`src/rtl/mem_port_arbiter.sv`:
```
// Round-robin arbiter sharing one 32-bit memory port between fetch (port 0) and load/store (port 1).
// Optional feature macro ARB_TIMEOUT_EN: abort a transaction left BUSY for TIMEOUT cycles without mem_done.

module mux32_2_1 (
    input  logic [31:0] a,
    input  logic [31:0] b,
    input  logic        s,
    output logic [31:0] y
);
    assign y = s ? b : a;
endmodule

module mem_port_arbiter #(
    parameter int TIMEOUT = 16,
    parameter int TO_W    = 5
) (
    input  logic        clk,
    input  logic        reset,
    input  logic        req0,
    input  logic [31:0] addr0,
    input  logic [31:0] wdata0,
    input  logic        we0,
    output logic        gnt0,
    output logic        done0,
    output logic        err0,
    input  logic        req1,
    input  logic [31:0] addr1,
    input  logic [31:0] wdata1,
    input  logic        we1,
    output logic        gnt1,
    output logic        done1,
    output logic        err1,
    output logic        mem_sel,
    output logic        mem_req,
    output logic [31:0] mem_addr,
    output logic [31:0] mem_wdata,
    output logic        mem_we,
    input  logic        mem_done,
    input  logic [31:0] mem_rdata,
    output logic [31:0] rdata
);
    typedef enum logic {IDLE = 1'b0, BUSY = 1'b1} state_t;

    state_t     state, state_nxt;
    logic       last, last_nxt, sel_nxt;
    logic       busy, abort, fin;
    logic [1:0] req, gnt, done, err;

    assign req  = {req1, req0};
    assign busy = (state == BUSY);

    mux32_2_1 u_addr_mux  (.a(addr0),  .b(addr1),  .s(mem_sel), .y(mem_addr));
    mux32_2_1 u_wdata_mux (.a(wdata0), .b(wdata1), .s(mem_sel), .y(mem_wdata));

`ifdef ARB_TIMEOUT_EN
    localparam logic [TO_W-1:0] TO_LAST = TO_W'(TIMEOUT - 1);
    logic [TO_W-1:0] to_cnt;

    // Held at zero while idle, so every transaction starts counting from 0.
    always_ff @(posedge clk or posedge reset) begin
        if (reset)
            to_cnt <= '0;
        else if (!busy)
            to_cnt <= '0;
        else if (!mem_done)
            to_cnt <= to_cnt + 1'b1;
    end

    assign abort = busy && !mem_done && (to_cnt == TO_LAST);
`else
    logic [TO_W-1:0] unused_to;
    assign unused_to = TO_W'(TIMEOUT);
    assign abort     = 1'b0;
`endif

    assign fin = busy && (mem_done || abort);

    always_comb begin
        state_nxt = state;
        sel_nxt   = mem_sel;
        last_nxt  = last;
        if (state == IDLE) begin
            if (|req) begin
                state_nxt = BUSY;
                // On a tie the port that did not win last time goes first.
                sel_nxt   = (&req) ? ~last : req[1];
            end
        end else if (fin) begin
            state_nxt = IDLE;
            last_nxt  = mem_sel;
        end
    end

    always_ff @(posedge clk or posedge reset) begin
        if (reset) begin
            state   <= IDLE;
            last    <= 1'b1;
            mem_sel <= 1'b0;
        end else begin
            state   <= state_nxt;
            last    <= last_nxt;
            mem_sel <= sel_nxt;
        end
    end

    assign gnt  = busy ? (mem_sel ? 2'b10 : 2'b01) : 2'b00;
    assign done = (busy && mem_done) ? gnt : 2'b00;
    assign err  = abort ? gnt : 2'b00;

    assign gnt0    = gnt[0];
    assign gnt1    = gnt[1];
    assign done0   = done[0];
    assign done1   = done[1];
    assign err0    = err[0];
    assign err1    = err[1];
    assign mem_req = busy;
    assign mem_we  = busy && (mem_sel ? we1 : we0);
    assign rdata   = mem_rdata;
endmodule
```
`config.mk`:
```
export PLATFORM = sky130hd
export DESIGN_NAME = mem_port_arbiter
export DESIGN_NICKNAME = d
export VERILOG_FILES = /design/src/rtl/mem_port_arbiter.sv
export SDC_FILE = /design/constraint.sdc
export NUM_CORES = 1
export LEC_CHECK = 0
export BUFFER_PORTS_ARGS = -buffer_cell sky130_fd_sc_hd__buf_2
export CAP_MARGIN = 20
export CORE_AREA = 8 8 100 102
export CTS_CLUSTER_SIZE = 40
export DETAILED_ROUTE_END_ITERATION = 8
export DIE_AREA = 0 0 108 110
export PLACE_DENSITY = 0.61
export SLEW_MARGIN = 20
export SYNTH_ARGS = -nofsm -noshare
export SYNTH_HDL_FRONTEND = slang
export SYNTH_SLANG_ARGS = --single-unit
```
`constraint.sdc`:
```
create_clock -name clk -period 1.72 [get_ports clk]
set_clock_uncertainty 0.2 [all_clocks]
set_input_delay 0.172 -clock clk [delete_from_list [all_inputs] [get_ports clk]]
set_output_delay 0.172 -clock clk [all_outputs]
set_load 0.1 [all_outputs]
```
=== Word-level counts from Yosys, hierarchy flattened ===
Index checks and enable logic that the tools add are counted.

* Register bits: 3
* Input port bits: 167
* Output and inout port bits: 105
* Logic and storage cells: 21

* Muxes and demuxes: 10
* Bitwise operators: 2
* Reduce and logical (&&, ||, !) cells: 6

{| class="wikitable"
|+ Operator list
! kind !! count
|-
| $mux W32 || 2
|-
| $mux W2 || 3
|-
| $reduce_and A2 Y1 || 3
|-
| $mux W1 || 5
|-
| $logic_and A1 B1 Y1 || 2
|-
| $not A1 Y1 || 2
|-
| $reduce_or A2 Y1 || 1
|}

=== Depth between registers and ports, before layout ===
Gate-level depths: netlist (run 1).

* Depth in word-level cells: 3
* Gate-level depth with buffers: 4
* Depth with buffers taken out: 2

=== Cells and area by module ===
Synthesis (run 1) repeated with hierarchy kept, for this count alone.

* Cell total of the unflattened synthesis: 124
* Area, all modules: 1505.2 µm²

{| class="wikitable"
|+ By module, submodules not included
! module !! times used !! cells an instance !! area each (µm²) !! sequential area each (µm²)
|-
| mux32_2_1 || 2 || 36 || 544.3 || 0.0
|-
| mem_port_arbiter || 1 || 52 || 416.6 || 76.3
|}

=== Worst setup path before layout (run 1) ===
OpenSTA, ideal clock, no wires.

* Path kind: reg-to-output
* Start: register mem_sel
* End: output port mem_we
* Data arrival time: 2.640 ns
* Required time: 1.348 ns
* Path slack: -1.292 ns
* Stages on the path, launching flop included: 5
* Cell sequence: dfrtp_1 > buf_6 > buf_6 > mux2i_1 > nor2_1

* Word-level cells in the longest chain between the ends: 2

{| class="wikitable"
|+ RTL lines
! element !! RTL line !! text
|-
| start, declared || 33 || <nowiki>output logic mem_sel,</nowiki>
|-
| start signal, assigned || 102 || <nowiki>mem_sel <= sel_nxt;</nowiki>
|-
| $mux W1 || 117 || <nowiki>assign mem_we = busy && (mem_sel ? we1 : we0);</nowiki>
|-
| $logic_and A1 B1 Y1 || 117 ||
|-
| end, declared || 37 || <nowiki>output logic mem_we,</nowiki>
|}

Every way passes these cells.

=== Final worst setup path (run 1) ===
* Start: register mem_sel
* End: output port mem_addr[29]

* Word-level cells in the longest chain between the ends: 1

{| class="wikitable"
|+ RTL lines
! element !! RTL line !! text
|-
| $mux W32 || 10 || <nowiki>assign y = s ? b : a;</nowiki>
|-
| end, declared || 35 || <nowiki>output logic [31:0] mem_addr,</nowiki>
|}

Every way passes these cells.

==> results.txt, run 1 <==
----------------------------------------------------
[Run status]
  Run status ... finished with violations
  Violations in the final reports ... negative setup slack

[STA]
  Slew Viols, Final ... 0
  Worst hold slack ... around 0.025 ns
  Fraction of the cycle the final worst path needs ... 106.5%
  Unrepaired setup endpoints after global routing ... true
  Highest clock frequency the design can meet ... around 0.55 GHz
  Endpoints failing setup ... 65
  Count of final hold-check violations ... 0
  Min Clock Period, post-route ... 1.832 ns
  Worst-case setup margin in the final layout ... -0.1122 ns

[Synthesis]
  Number of instances in the synthesized netlist ... 124
  Number of warnings issued by yosys ... 0
  Share of the yosys chip area belonging to registers ... ~5.2%
  Synth top area share ... 65.31%
  Top post-synthesis cells by area ... mux2_4 (65%), buf_4 (17%), buf_6 (5.4%)
  Mean instance size in the synthesized netlist ... 11.87 um^2
  Cell area after synthesis ... about 1500 um^2
  Top cell type by total area after synthesis ... mux2_4
  Netlist cell types ... 17
  Synth Register Bits ... 3

[Setup path]
  Data arrival at the endpoint of the critical path ... 1.46 ns
  Setup Crit Path Kind ... reg2out
  Count of buffering cells on the critical path with inverters included ... 2
  Slowest cell on the critical path ... dfrtp_4
  Delay of the slowest critical-path stage ... 0.50 ns
  Reg-to-reg setup timing slack ... ~0.44 ns
  Required time at the endpoint of the critical path ... 1.35 ns
  Kind of end point of the critical path ... primary output
  Biggest fanout along the worst timing path ... 32
  Cell-by-cell listing of the critical path ... buf_12 -> mux2_4 -> buf_12
  CP delay by family, top ... flip-flops
  Critical Path Start Type ... flop
  Cell type with the highest occurrence count on the critical path ... buf_12

[Power and ir drop]
  Post-layout power ... 5213 uW
  Leakage power figure ... roughly 0.0019 uW
  Worst supply voltage drop on vdd ... ~0.74 mV
  PwrDens ... 1494 nW/um^2

[CTS]
  Bufs on Longest Clock Path ... 2
  Number of buffers created by CTS ... 3
  Worst skew pair latency ... 0.22 ns
  Clock tree from TritonCTS ... built
  H-Tree Depth ... 1
  Clock tree root buffer cell ... clkbuf_8
  Count of clock tree sinks ... 3
  Clock input transition at the sequential cells of the worst setup and hold paths ... approximately 0.030 ns

[Detailed routing]
  Average vias per placed instance ... 3.965
  Violation count after the first detailed-route iteration ... 29
  Number of DRC violations after detailed routing ... 0
  Final antenna-violating net count ... 0
  Vias post-DR ... 1606
  Routed wire length ... about 7000 um
  DR WL/cell ... between 15 and 20 um
  Number of iterations in the first detailed-routing pass ... 4

[GRT]
  Total track usage ... 10.14%
  Initial antenna violation count ... 0
  Wire length of the first global-routing pass ... approximately 9700 um
  Pin count of the biggest net entering global routing ... 33
  Total global routing overflow ... 0
  Via count of the first global-routing pass ... 1831

[Floorplan]
  Height of the chip ... 110 um
  Area of the die ... 11880 um^2
  I/O Pins ... 272
  Die Wd ... 108 um
  Count of standard-cell rows ... 34
  Starting density of the core ... 17.38%
  Core footprint ... 8466 um^2

[Final layout]
  Layout-stage area growth over the synthesis result ... 137.1%
  Final Non-Filler Cells ... 405
  Post-layout net count ... 465
  Proportion of layout cells with a drive suffix above 1 ... approximately 96%
  # diodes ... 0

[Place]
  Weighted congestion reported at the end of routability-driven placement ... 0.7520
  Placed insts ... 400
  DPL Wire Length ... 6542 um
  Port Buffer Count ... 205
  Worst setup slack after placement ... 0.1047 ns

[Min path]
  Tightest Hold Check Type ... in2reg

[Run]
  Max Cap Violations ... 0

----------------------------------------------------
-- routing by layer --
layer / track usage, % / up-vias / part of all wire, %
li1: - / 745 / -
met1: 9.819 / 729 / 32
met2: 19.75 / 126 / 54
met3: 4.302 / 6 / 13
met4: 1.586 / 0 / 0.68
met5: 0 / - / 0
-- report_power, final --
group          switching (uW)  internal [uW]  total (uW)
registers                20.8           97.4         118
logic                    3010           1880        4890
clock network            47.3            158         205
-- logic make-up (layout without fill, tap and decap cells) --
family	Yosys count	after routing	synth area share [%]
mux	65	65	65.99
flops	3	3	5.188
compound gates	3	3	1.786
simple gates	8	8	2.552
other cells	1	2	0.2549
buf+inv	44	216	24.23
-- metrics by stage --
step                util, %  instance area (um^2)  TNS [ns]
finish                41.21                  3488    -5.831
global route          41.21                  3488    -7.942
CTS                   41.21                  3488    -6.171
global placement      40.51                  3430         0
floorplan                 -                  1515    -3.745
detailed placement    40.51                  3430         0
-- state kept, by name, summed over array words and instances, names as in the netlist --
signal	count
mem_sel	1
last	1
mem_req	1
-- cell type report --
type                       instances  area [um^2]
inverter                           2        7.507
sequential                         3        83.83
fill                             801         4977
tap                              108        135.1
multi-input combinational         78         1075
timing repair buffer             210         2142
clock buffer                       4        45.04
-- Yosys cell counts --
| cell type | instances |
|---|---|
| a32o_1 | 1 |
| nand2b_1 | 1 |
| buf_8 | 1 |
| conb_1 | 1 |
| o31a_1 | 1 |
| and2_1 | 1 |
| and3_1 | 1 |
| buf_6 | 7 |
| mux2_4 | 64 |
| nand2_1 | 2 |
| buf_4 | 34 |
| dfrtp_1 | 2 |
| dfstp_2 | 1 |
| nor2_1 | 3 |
| mux2i_1 | 1 |
| a21o_1 | 1 |
| inv_1 | 2 |
-- worst register-to-register path: stages, from the launching register on --
cell and delay (ns):
dfrtp_4 0.50, buf_4 0.19, and3_4 0.17, a21o_1 0.15
-- path summary, 6_finish.rpt --
path,start,to,cells past startpoint
worst min register to register,last,last,1
max in group asynchronous,reset,last,3
worst max-delay path,mem_sel,mem_addr[29],3
worst max register to register,mem_sel,last,3
worst min-delay path,req1,mem_req,2
min in group asynchronous,reset,mem_sel,3
-- layout by cell type (no fill, tap or decap) --
cell type      synthesis  final
buf_12                 0     72
buf_2                  0    135
a21o_1                 1      1
nand2_1                2      2
mux2i_2                0      1
dfstp_2                1      1
dfrtp_4                0      2
nand2b_1               1      1
dlygate4sd3_1          0      1
a32o_1                 1      1
nor2_4                 0      3
and2_2                 0      1
clkbuf_8               0      3
buf_4                 34      2
inv_1                  2      2
clkbuf_1               0      1
and3_4                 0      1
mux2_4                64     64
o31a_1                 1      1
conb_1                 1      2
-- repair_timing --
item / 4_1_cts / 5_1_grt
resized for setup: 1 / 0
endpoints found under the setup margin: 65 / 65
hold buffers: 1 / 0
setup buffers: 0 / 0
hold endpoints to repair: 3 / 0
Power figures use the tool's default switching activity.
==> run 2: changes to the inputs <==
SKIP_CTS_REPAIR_TIMING = 1   (was default)
==> run 2 against run 1 <==
Highest routed layer unchanged; sequential power is essentially flat; worst hold slack unchanged; global-route usage is 0.064 points lower; die area stayed put; critical endpoint unchanged; critical path depth is the same; cell count unchanged; clock-buffer cell count unchanged; the flow still finishes with violations (negative setup slack); wire length increased by 0.16%; sequential share of layout area did not move; utilization stayed put; final area did not move; largest cell class unchanged.
==> results.txt, run 2 (synthesis results as in run 1) <==
----------------------------------------------------
[GRT]
  Pin count of the biggest net entering global routing ... 33 (unchanged)
  Wire length of the first global-routing pass ... 9584 um (-0.92%)
  Total global routing overflow ... 0 (unchanged)
  Initial antenna violation count ... 0 (unchanged)
  Total track usage ... 10.08% (-0.064 points)
  Via count of the first global-routing pass ... 1806 (-1.4%)

[Floorplan]
  Height of the chip ... 110 um (unchanged)
  Count of standard-cell rows ... 34 (unchanged)
  I/O Pins ... 272 (unchanged)
  Die Wd ... 108 um (unchanged)
  Area of the die ... 11880 um^2 (unchanged)
  Starting density of the core ... 17.38% (unchanged)
  Core footprint ... 8466 um^2 (unchanged)

[Final layout]
  Top library cells by usage in the layout, fill and taps aside ... buf_2 (135), buf_12 (72), mux2_4 (64)
  Proportion of layout cells with a drive suffix above 1 ... 95.96% (unchanged)
  Commonest non-fill, non-tap cell in the layout ... buf_2
  Layout-stage area growth over the synthesis result ... 137.1% (unchanged)
  Area of all placed cells without fillers ... 3488 um^2 (unchanged)
  Fraction of the core area covered by cells at the end of the flow ... 41.21% (unchanged)
  Post-layout net count ... 465 (unchanged)
  # diodes ... 0 (unchanged)

[Place]
  Weighted congestion reported at the end of routability-driven placement ... 0.7520 (unchanged)
  Instance area after placement ... 3430 um^2 (unchanged)
  Port Buffer Count ... 205 (unchanged)
  DPL Wire Length ... 6542 um (unchanged)

[CTS]
  Worst skew pair latency ... 0.22 ns (about the same)
  Bufs on Longest Clock Path ... 2 (unchanged)
  Clock tree from TritonCTS ... built
  Number of buffers created by CTS ... 3 (unchanged)
  Clock tree root buffer cell ... clkbuf_8
  Clock input transition at the sequential cells of the worst setup and hold paths ... 0.03 ns (about the same)
  H-Tree Depth ... 1 (unchanged)
  Count of clock tree sinks ... 3 (unchanged)

[Power and ir drop]
  Net Sw Frac ... 59.04% (about the same)
  PwrDens ... 1495 nW/um^2 (about the same)
  Sequential cell fraction of total power ... 2.3% (about the same)
  Leakage power figure ... 0.001853 uW (unchanged)
  Comb power frac ... 93.8% (about the same)
  Psw ... 3078 uW (about the same)
  Cell internal pwr ... 2136 uW (unchanged)
  Clock share of power ... 3.9% (about the same)
  Post-layout power ... 5214 uW (about the same)
  Worst supply voltage drop on vdd ... 0.7411 mV (+0.24%)

[Run status]
  Violations in the final reports ... negative setup slack
  Run status ... finished with violations

[STA]
  Fraction of the cycle the final worst path needs ... 106.6% (about the same)
  Unrepaired setup endpoints after global routing ... true
  Slew Viols, Final ... 0 (unchanged)
  Worst-case setup margin in the final layout ... -0.1130 ns (-0.0007550 ns)
  Count of final hold-check violations ... 0 (unchanged)
  Endpoints failing setup ... 65 (unchanged)
  Highest clock frequency the design can meet ... 0.5456 GHz (about the same)
  Min Clock Period, post-route ... 1.833 ns (+0.0007550 ns)

[Detailed routing]
  Vias post-DR ... 1604 (-0.12%)
  Number of iterations in the first detailed-routing pass ... 4 (unchanged)
  Final antenna-violating net count ... 0 (unchanged)
  Average vias per placed instance ... 3.960 (-0.12%)
  Number of DRC violations after detailed routing ... 0 (unchanged)
  Violation count after the first detailed-route iteration ... 36 (+24%)
  Routed wire length ... 7037 um (+0.16%)
  DR WL/cell ... 17.38 um (+0.16%)

[Min path]
  Tightest Hold Check Type ... in2reg
  Min-Delay Endpoint ... mem_req
  Startpoint of the worst hold path ... req1
  WHS Path Cells ... 2 (unchanged)

[Setup path]
  Reg-to-reg setup timing slack ... 0.44 ns (about the same)
  R2r startpoint ... mem_sel
  Kind of end point of the critical path ... primary output
  Setup Crit Path Kind ... reg2out
  Biggest fanout along the worst timing path ... 32 (unchanged)
  Required time at the endpoint of the critical path ... 1.35 ns (about the same)
  Depth of the worst register-to-register path ... 3 (unchanged)
  Data arrival at the endpoint of the critical path ... 1.46 ns (about the same)
  Destination of the worst register-to-register timing path ... last
  Critical Path Start Type ... flop

[Run]
  Max Cap Violations ... 0 (unchanged)

----------------------------------------------------
==> run 2: power groups by stage <==
stage | Combinational [uW] | Sequential (uW) | Clock [uW]
4_1_cts | 4930 | 119 | 209
5_1_grt | 5010 | 121 | 219
2_1_floorplan | 3610 | 174 | 0
3_5_place_dp | 4920 | 119 | 0
3_3_place_gp | 4890 | 118 | 0
6_report | 4890 | 118 | 205
==> run 2: layout make-up <==
cell class                 count  area (um^2)
sequential                     3        83.83
multi-input combinational     78         1075
inverter                       2        7.507
fill                         801         4977
timing repair buffer         210         2142
clock buffer                   4        45.04
tap                          108        135.1
==> run 2: critical path, stage by stage (launching register included) <==
cell     delay [ns]
dfrtp_4        0.50
buf_12         0.19
mux2_4         0.35
buf_12         0.17
==> run 2: metrics by stage <==
step                      instances  TNS (ns)  setup slack (ns)  hold slack, ns
after global routing            405    -7.943           -0.1503         0.04093
final                           405    -5.712           -0.1130         0.02539
after detailed placement        400         0            0.1047         -0.1582
after CTS                       404    -6.170           -0.1264         -0.3859
after floorplan                 125    -3.745           -0.2531         -0.2750
after global placement          400         0            0.1229         -0.1581
==> run 2: worst max-delay path by stage <==
stage | from | end | slack [ns] | cells after the start
6_report | mem_sel | mem_addr[29] | -0.11 | 3
5_1_grt | mem_sel | mem_wdata[13] | -0.15 | 3
4_1_cts | mem_sel | mem_wdata[13] | -0.13 | 3
3_5_place_dp | mem_sel | mem_wdata[13] | 0.10 | 3
3_3_place_gp | mem_sel | mem_addr[5] | 0.12 | 3
2_1_floorplan | mem_sel | mem_we | -0.25 | 4
==> run 2: metal layers <==
layer  up-vias  GRT usage [%]  routed length, um
met2       126          19.62               3782
met5         -              0                  0
li1        745              -                  -
met4         0          1.586                 48
met3         6          4.186                914
met1       727          9.812               2292
